[src/rtl/hazard_unit_mc.sv]
// hazard_unit_mc
// Pipeline hazard controller for the 5-stage MIPS core. It sits beside the
// datapath. It drives the forwarding selects and the per-stage stall/flush
// enables from the register tags and writeback-source codes. It also tracks a
// multi-cycle multiplier with a watchdog, and counts stall and miss cycles.
//
// Ports:
//   clk, reset_n                 clock (rising edge), async active-low reset
//   branchD                      nonzero when a branch/jump-compare is in D
//   rsD, rtD, rsE, rtE           source register tags
//   writeregE/M/W, regwriteE/M/W destination tags and their write enables
//   wbsrcE, wbsrcM               writeback-source codes in E and M
//   hitM                         data cache hit for the access in M
//   multstartE, pve              multiplier start in E, product valid
//   perf_clr                     synchronous clear of the perf counters
//   stallF..stallW, flushE       pipeline stage controls
//   forwardAD/BD                 D-stage forward from M
//   forwardAE/BE                 E-stage forward select (10 = M, 01 = W, 00 = RF)
//   mult_busy, mult_timeout      multiplier busy, sticky watchdog flag
//   stall_cnt, miss_cnt          saturating perf counters
module hazard_unit_mc #(
    parameter int                REG_AW       = 5,
    parameter int                WB_W         = 4,
    parameter logic [WB_W-1:0]   LOADE_CODE   = 4'b1111,
    parameter logic [WB_W-1:0]   BRM_CODE     = 4'b1110,
    parameter int                MULT_TIMEOUT = 64,
    parameter int                CNT_W        = 32
) (
    input  logic              clk,
    input  logic              reset_n,
    input  logic [1:0]        branchD,
    input  logic [REG_AW-1:0] rsD,
    input  logic [REG_AW-1:0] rtD,
    input  logic [REG_AW-1:0] rsE,
    input  logic [REG_AW-1:0] rtE,
    input  logic [REG_AW-1:0] writeregE,
    input  logic [REG_AW-1:0] writeregM,
    input  logic [REG_AW-1:0] writeregW,
    input  logic              regwriteE,
    input  logic              regwriteM,
    input  logic              regwriteW,
    input  logic [WB_W-1:0]   wbsrcE,
    input  logic [WB_W-1:0]   wbsrcM,
    input  logic              hitM,
    input  logic              multstartE,
    input  logic              pve,
    input  logic              perf_clr,
    output logic              stallF,
    output logic              stallD,
    output logic              stallE,
    output logic              stallM,
    output logic              stallW,
    output logic              flushE,
    output logic              forwardAD,
    output logic              forwardBD,
    output logic [1:0]        forwardAE,
    output logic [1:0]        forwardBE,
    output logic              mult_busy,
    output logic              mult_timeout,
    output logic [CNT_W-1:0]  stall_cnt,
    output logic [CNT_W-1:0]  miss_cnt
);

    typedef enum logic {IDLE, BUSY} mult_state_t;

    localparam int              TW         = $clog2(MULT_TIMEOUT);
    localparam logic [TW-1:0]   TIMER_LAST = TW'(MULT_TIMEOUT - 1);

    mult_state_t   state, state_next;
    logic [TW-1:0] timer, timer_next;
    logic          timeout_set;

    logic loaduse, brstall, miss, multstall, missfreeze, missduringmult;
    logic front_stall, back_stall;

    // Register 0 is hardwired, so a zero tag never creates a dependency.
    function automatic logic tag_match(input logic [REG_AW-1:0] a,
                                       input logic [REG_AW-1:0] b);
        return (a != '0) && (a == b);
    endfunction

    // Forwarding: the M stage holds the newer value, so it wins over W.
    always_comb begin
        forwardAE = 2'b00;
        forwardBE = 2'b00;
        if (regwriteM && tag_match(rsE, writeregM))      forwardAE = 2'b10;
        else if (regwriteW && tag_match(rsE, writeregW)) forwardAE = 2'b01;
        if (regwriteM && tag_match(rtE, writeregM))      forwardBE = 2'b10;
        else if (regwriteW && tag_match(rtE, writeregW)) forwardBE = 2'b01;
        forwardAD = regwriteM && tag_match(rsD, writeregM);
        forwardBD = regwriteM && tag_match(rtD, writeregM);
    end

    // Hazard detection. The multiplier stalls in its start cycle, before
    // BUSY is registered. A miss alongside a start does not freeze the back
    // end by itself. It is caught instead through missduringmult.
    always_comb begin
        loaduse = (wbsrcE == LOADE_CODE) &&
                  (tag_match(rsD, rtE) || tag_match(rtD, rtE));
        brstall = (branchD != 2'b00) &&
                  ((regwriteE && (tag_match(rsD, writeregE) || tag_match(rtD, writeregE))) ||
                   ((wbsrcM == BRM_CODE) &&
                    (tag_match(rsD, writeregM) || tag_match(rtD, writeregM))));
        miss           = !hitM && (wbsrcM[1:0] == 2'b11);
        multstall      = multstartE || ((state == BUSY) && !pve);
        missfreeze     = miss && !multstartE;
        missduringmult = miss && multstall;
        front_stall    = loaduse || brstall || multstall || missfreeze;
        back_stall     = missfreeze || missduringmult;
    end

    // A frozen back end must not also be flushed, so the stall masks the flush.
    always_comb begin
        stallF = front_stall;
        stallD = front_stall;
        stallE = back_stall;
        stallM = back_stall;
        stallW = back_stall;
        flushE = (loaduse || brstall || multstall) && !back_stall;
    end

    assign mult_busy = (state == BUSY);

    // Multiplier tracker next-state logic. A new start reloads the timer even
    // while busy. pve takes precedence over the watchdog, so a product that
    // lands on the last allowed cycle does not raise the timeout.
    always_comb begin
        state_next  = state;
        timer_next  = timer;
        timeout_set = 1'b0;
        case (state)
            IDLE: begin
                if (multstartE) begin
                    state_next = BUSY;
                    timer_next = '0;
                end
            end
            BUSY: begin
                if (multstartE) begin
                    timer_next = '0;
                end else if (pve) begin
                    state_next = IDLE;
                end else if (timer == TIMER_LAST) begin
                    state_next  = IDLE;
                    timeout_set = 1'b1;
                end else begin
                    timer_next = timer + 1'b1;
                end
            end
            default: state_next = IDLE;
        endcase
    end

    // Multiplier state, timer and sticky watchdog flag.
    always_ff @(posedge clk or negedge reset_n) begin
        if (!reset_n) begin
            state        <= IDLE;
            timer        <= '0;
            mult_timeout <= 1'b0;
        end else begin
            state <= state_next;
            timer <= timer_next;
            if (timeout_set) mult_timeout <= 1'b1;
        end
    end

    // Saturating perf counters. A clear overrides a simultaneous increment.
    always_ff @(posedge clk or negedge reset_n) begin
        if (!reset_n) begin
            stall_cnt <= '0;
            miss_cnt  <= '0;
        end else if (perf_clr) begin
            stall_cnt <= '0;
            miss_cnt  <= '0;
        end else begin
            if (front_stall && (stall_cnt != {CNT_W{1'b1}})) stall_cnt <= stall_cnt + 1'b1;
            if (back_stall  && (miss_cnt  != {CNT_W{1'b1}})) miss_cnt  <= miss_cnt + 1'b1;
        end
    end

endmodule

[config.mk]
export PLATFORM = sky130hd
export DESIGN_NAME = hazard_unit_mc
export DESIGN_NICKNAME = d
export VERILOG_FILES = /design/src/rtl/hazard_unit_mc.sv
export SDC_FILE = /design/constraint.sdc
export NUM_CORES = 1
export LEC_CHECK = 0
export ABC_AREA = 1
export CAP_MARGIN = 5
export CORE_MARGIN = 2
export CORE_UTILIZATION = 45
export DETAILED_ROUTE_END_ITERATION = 8
export GPL_TIMING_DRIVEN = 0
export PLACE_DENSITY = 0.78
export SLEW_MARGIN = 0
export SYNTH_ARGS = -nofsm -noshare
export SYNTH_HDL_FRONTEND = slang
export SYNTH_SLANG_ARGS = --single-unit
[constraint.sdc]
create_clock -name clk -period 7.2 [get_ports clk]
set_clock_uncertainty 0.05 [all_clocks]
set_input_delay 2.16 -clock clk [delete_from_list [all_inputs] [get_ports clk]]
set_output_delay 2.16 -clock clk [all_outputs]
set_load 0.02 [all_outputs]
==> flow_summary.ini <==
[grt]
grt_pass1_vias = 5443
gr-total-overflow = 0
grt_pass1_wl_mm = 26.1
grtUsageTotal = 0.248
grt_antenna_before_repair = 0
grt_max_degree = 38

[die]
die_area_um2 = 13100
rows = 40
core_area_um2 = 12000
boundaryPins = 132
dieHeight_um = 115
die_x_um = 115
start_util = 0.460

[clock_tree]
post_cts_buffers = 0
cts_made_buffers = 9
cts.sinks = 72
clockBufferDepth = 2
hold_buffers = 0
cts_tree = yes
cts.repair.resized = 0
clockRootBuffer = clkbuf_16
clk_pin_slew_ps = 50
htree_levels = 3
clock_latency_ps = 340

[routing]
wire_per_inst_um = 14.3
drt-vias-per-instance = 5.25
vias = 5793
antenna_left = 0
routed_wl_mm = 15.8
met1_length_mm = 7.19
wl_met2_mm = 7.39
firstDrtPassIters = 6
top_layer = met4
routed-wl-met3_um = 943
drc_errors = 0
drt_iter0_drc = 418

[synth]
synth_flop_cell = dfrtp_1
postSynthCellCount = 820
ys_types = 38
synth_edf_count = 0
ys_seq_elements = 72
synth_nets = 877
yosys_warnings = 0
avgSynthCellArea_um2 = 6.71
seq_area_frac_synth = 0.328
synth-async-reset-ratio = 1.00
syn_area_um2 = 5500

[timing]
setup_viol = 0
max_slew_margin = 0.598
period_share = 0.957
tns_ps = 0
worstMarginPinSlew_ps = 603
clock.fmax_mhz = 145
rsz0062_at_grt = false
maxSlewViolCount = 0
holdWs_ps = 444
fin_crit_ps = 6890
hold_violations = 0

[pwr]
vdd_drop_max_v = 0.000106
clock_power_share = 0.409
finalPower_uw = 949
seq_power_share = 0.436
p_sw_uw = 250
p_int_uw = 699
cellPowerDensity_nw_per_um2 = 132
switching_share = 0.263
p_leak_nw = 3.32
combPwrFrac = 0.155

[placed_design]
gp_congestion = 0.935
dp_hpwl_mm = 12.2
numPortBuffers = 123
post-place-cells = 1091

[setup_path]
crit-reg2reg-launch = miss_cnt[10]$_DFFE_PN0P_
crit_chain = clkdlybuf4s50_1, nor2_1, nand3_1, nand2_1, inv_1, nand3_1, nand2_1, nand2_1, nand2_1, nand2_1, nand3_2, buf_2, buf_4, clkdlybuf4s50_1
crit_type = in -> out
cp.arrival_ps = 4680
crit_buf_inv = 5
slowest_delay_ps = 590
reg2reg_depth = 7
r2r_slack_ps = 4890
critPathRequiredTime_ps = 4990
crit_family = buffers and inverters
worst_path_most_repeated_cell = nand2_1
timing.rr.end = miss_cnt[15]$_DFFE_PN0P_
cp_max_fo = 11
critPathLaunchType = input pin
cp-end-kind = output port
cp_slowest_cell = clkdlybuf4s50_1

[layout]
antenna_cells = 0
multiInputGateArea_um2 = 3120
regArea_um2 = 1800
syn_to_final_growth_pct = 30.5
layout-drive-gt1-share = 0.0491
nets = 1012
fin_cells = 1104
fillers = 1127

[min_path]
holdCritPathClass = reg -> reg
min_path_cells = 1
hp-start = mult_timeout$_DFFE_PN0P_
worst_hold_path.endpoint = mult_timeout$_DFFE_PN0P_

[job]
max_cap_violations = 0

[run_status]
status = completed
==> worst register-to-register path, delay by kind of cell (launching register included) <==
family | cells | cell delay (ps)
compound gates | 1 | 190
buf+inv | 1 | 100
flops | 1 | 470
simple gates | 5 | 1390
==> how the worst max path moves through the flow <==
stage,to,start,cells after the start,slack (ps)
after floorplan,forwardAE[0],writeregM[1],5,1380
after global placement,stallF,rtD[2],14,320
after global routing,stallF,rtD[2],14,150
final,stallF,rtD[2],14,310
after CTS,stallF,rtD[2],14,320
after detailed placement,stallF,rtD[2],14,320
==> final cells by class <==
type / instances / share of cell area
Multi-Input combinational cell: 607 / 0.435
Sequential cell: 72 / 0.251
Timing Repair Buffer: 124 / 0.174
Inverter: 110 / 0.0576
Clock buffer: 11 / 0.0324
Tap cell: 147 / 0.0256
Buffer: 31 / 0.0232
Clock inverter: 2 / 0.00140
==> Yosys cell counts, types with 7 or more instances <==
cell type	number	area, um^2
nand2_1	210	788
inv_1	108	405
nor2_1	100	375
dfrtp_1	72	1800
nand3_1	66	330
nand4_1	47	294
xor2_1	41	359
xnor2_1	28	245
nor3_1	27	135
a21oi_1	22	110
o21ai_0	22	110
buf_2	8	40.0
clkbuf_1	7	26.3
nor4_1	7	43.8
==> per-stage QoR <==
| step | worst slack [ps] | cell area (um^2) | util |
|---|---|---|---|
| after floorplan | 1380 | 5500 | - |
| after global placement | 325 | 6910 | 0.578 |
| after detailed placement | 321 | 6930 | 0.579 |
| after CTS | 317 | 7170 | 0.600 |
| after global routing | 147 | 7170 | 0.600 |
| final | 309 | 7170 | 0.600 |
==> cell families after synthesis <==
family / share of synthesized area
AO/OA/AOI/OAI: 0.0601
XOR/XNOR: 0.110
adder cells (fa/ha/maj): 0.00683
buffers and inverters: 0.105
flip-flops: 0.328
AND/OR/NAND/NOR: 0.390
==> power by group through the flow <==
stage               Clock (mW)  Sequential, mW  Combinational [mW]
floorplan                    0           0.422              0.0749
global placement             0           0.421               0.144
detailed placement           0           0.421               0.147
CTS                      0.393           0.414               0.147
global route             0.417           0.414               0.163
finish                   0.388           0.414               0.147
==> cell usage in the layout, fill, tap and decap left out, types with 2 or more instances in the layout <==
cell / instances
clkdlybuf4s50_1: 122
o21a_1: 2
buf_4: 6
clkbuf_16: 9
clkinv_2: 2
buf_1: 4
buf_2: 8
o21ai_0: 22
inv_1: 108
nor4_1: 7
nor3b_1: 3
a21oi_1: 22
clkbuf_2: 5
clkbuf_1: 9
nor2_4: 3
nand4_1: 47
nand2_1: 210
ha_1: 3
o31ai_1: 4
dfrtp_1: 72
nand3_2: 3
nand3_1: 66
a211oi_1: 2
and3_1: 3
a31oi_1: 3
xnor2_1: 28
xor2_1: 41
nor2_1: 100
nor2_2: 2
or2_2: 2
nor3_1: 27
buf_6: 2
==> sequential cells by signal (all words and copies together), names as in the netlist <==
| register | cells |
|---|---|
| stall_cnt | 32 |
| mult_timeout | 1 |
| miss_cnt | 32 |
| mult_busy | 1 |
| timer | 6 |
==> routing by layer <==
| layer | vias to the layer above | GRT usage |
|---|---|---|
| met3 | 20 | 0.0466 |
| met4 | 0 | 0.0618 |
| met1 | 2660 | 0.341 |
| met2 | 203 | 0.404 |
| li1 | 2910 | - |
| met5 | - | 0 |
Note: power is estimated with default switching activity, not from simulation.
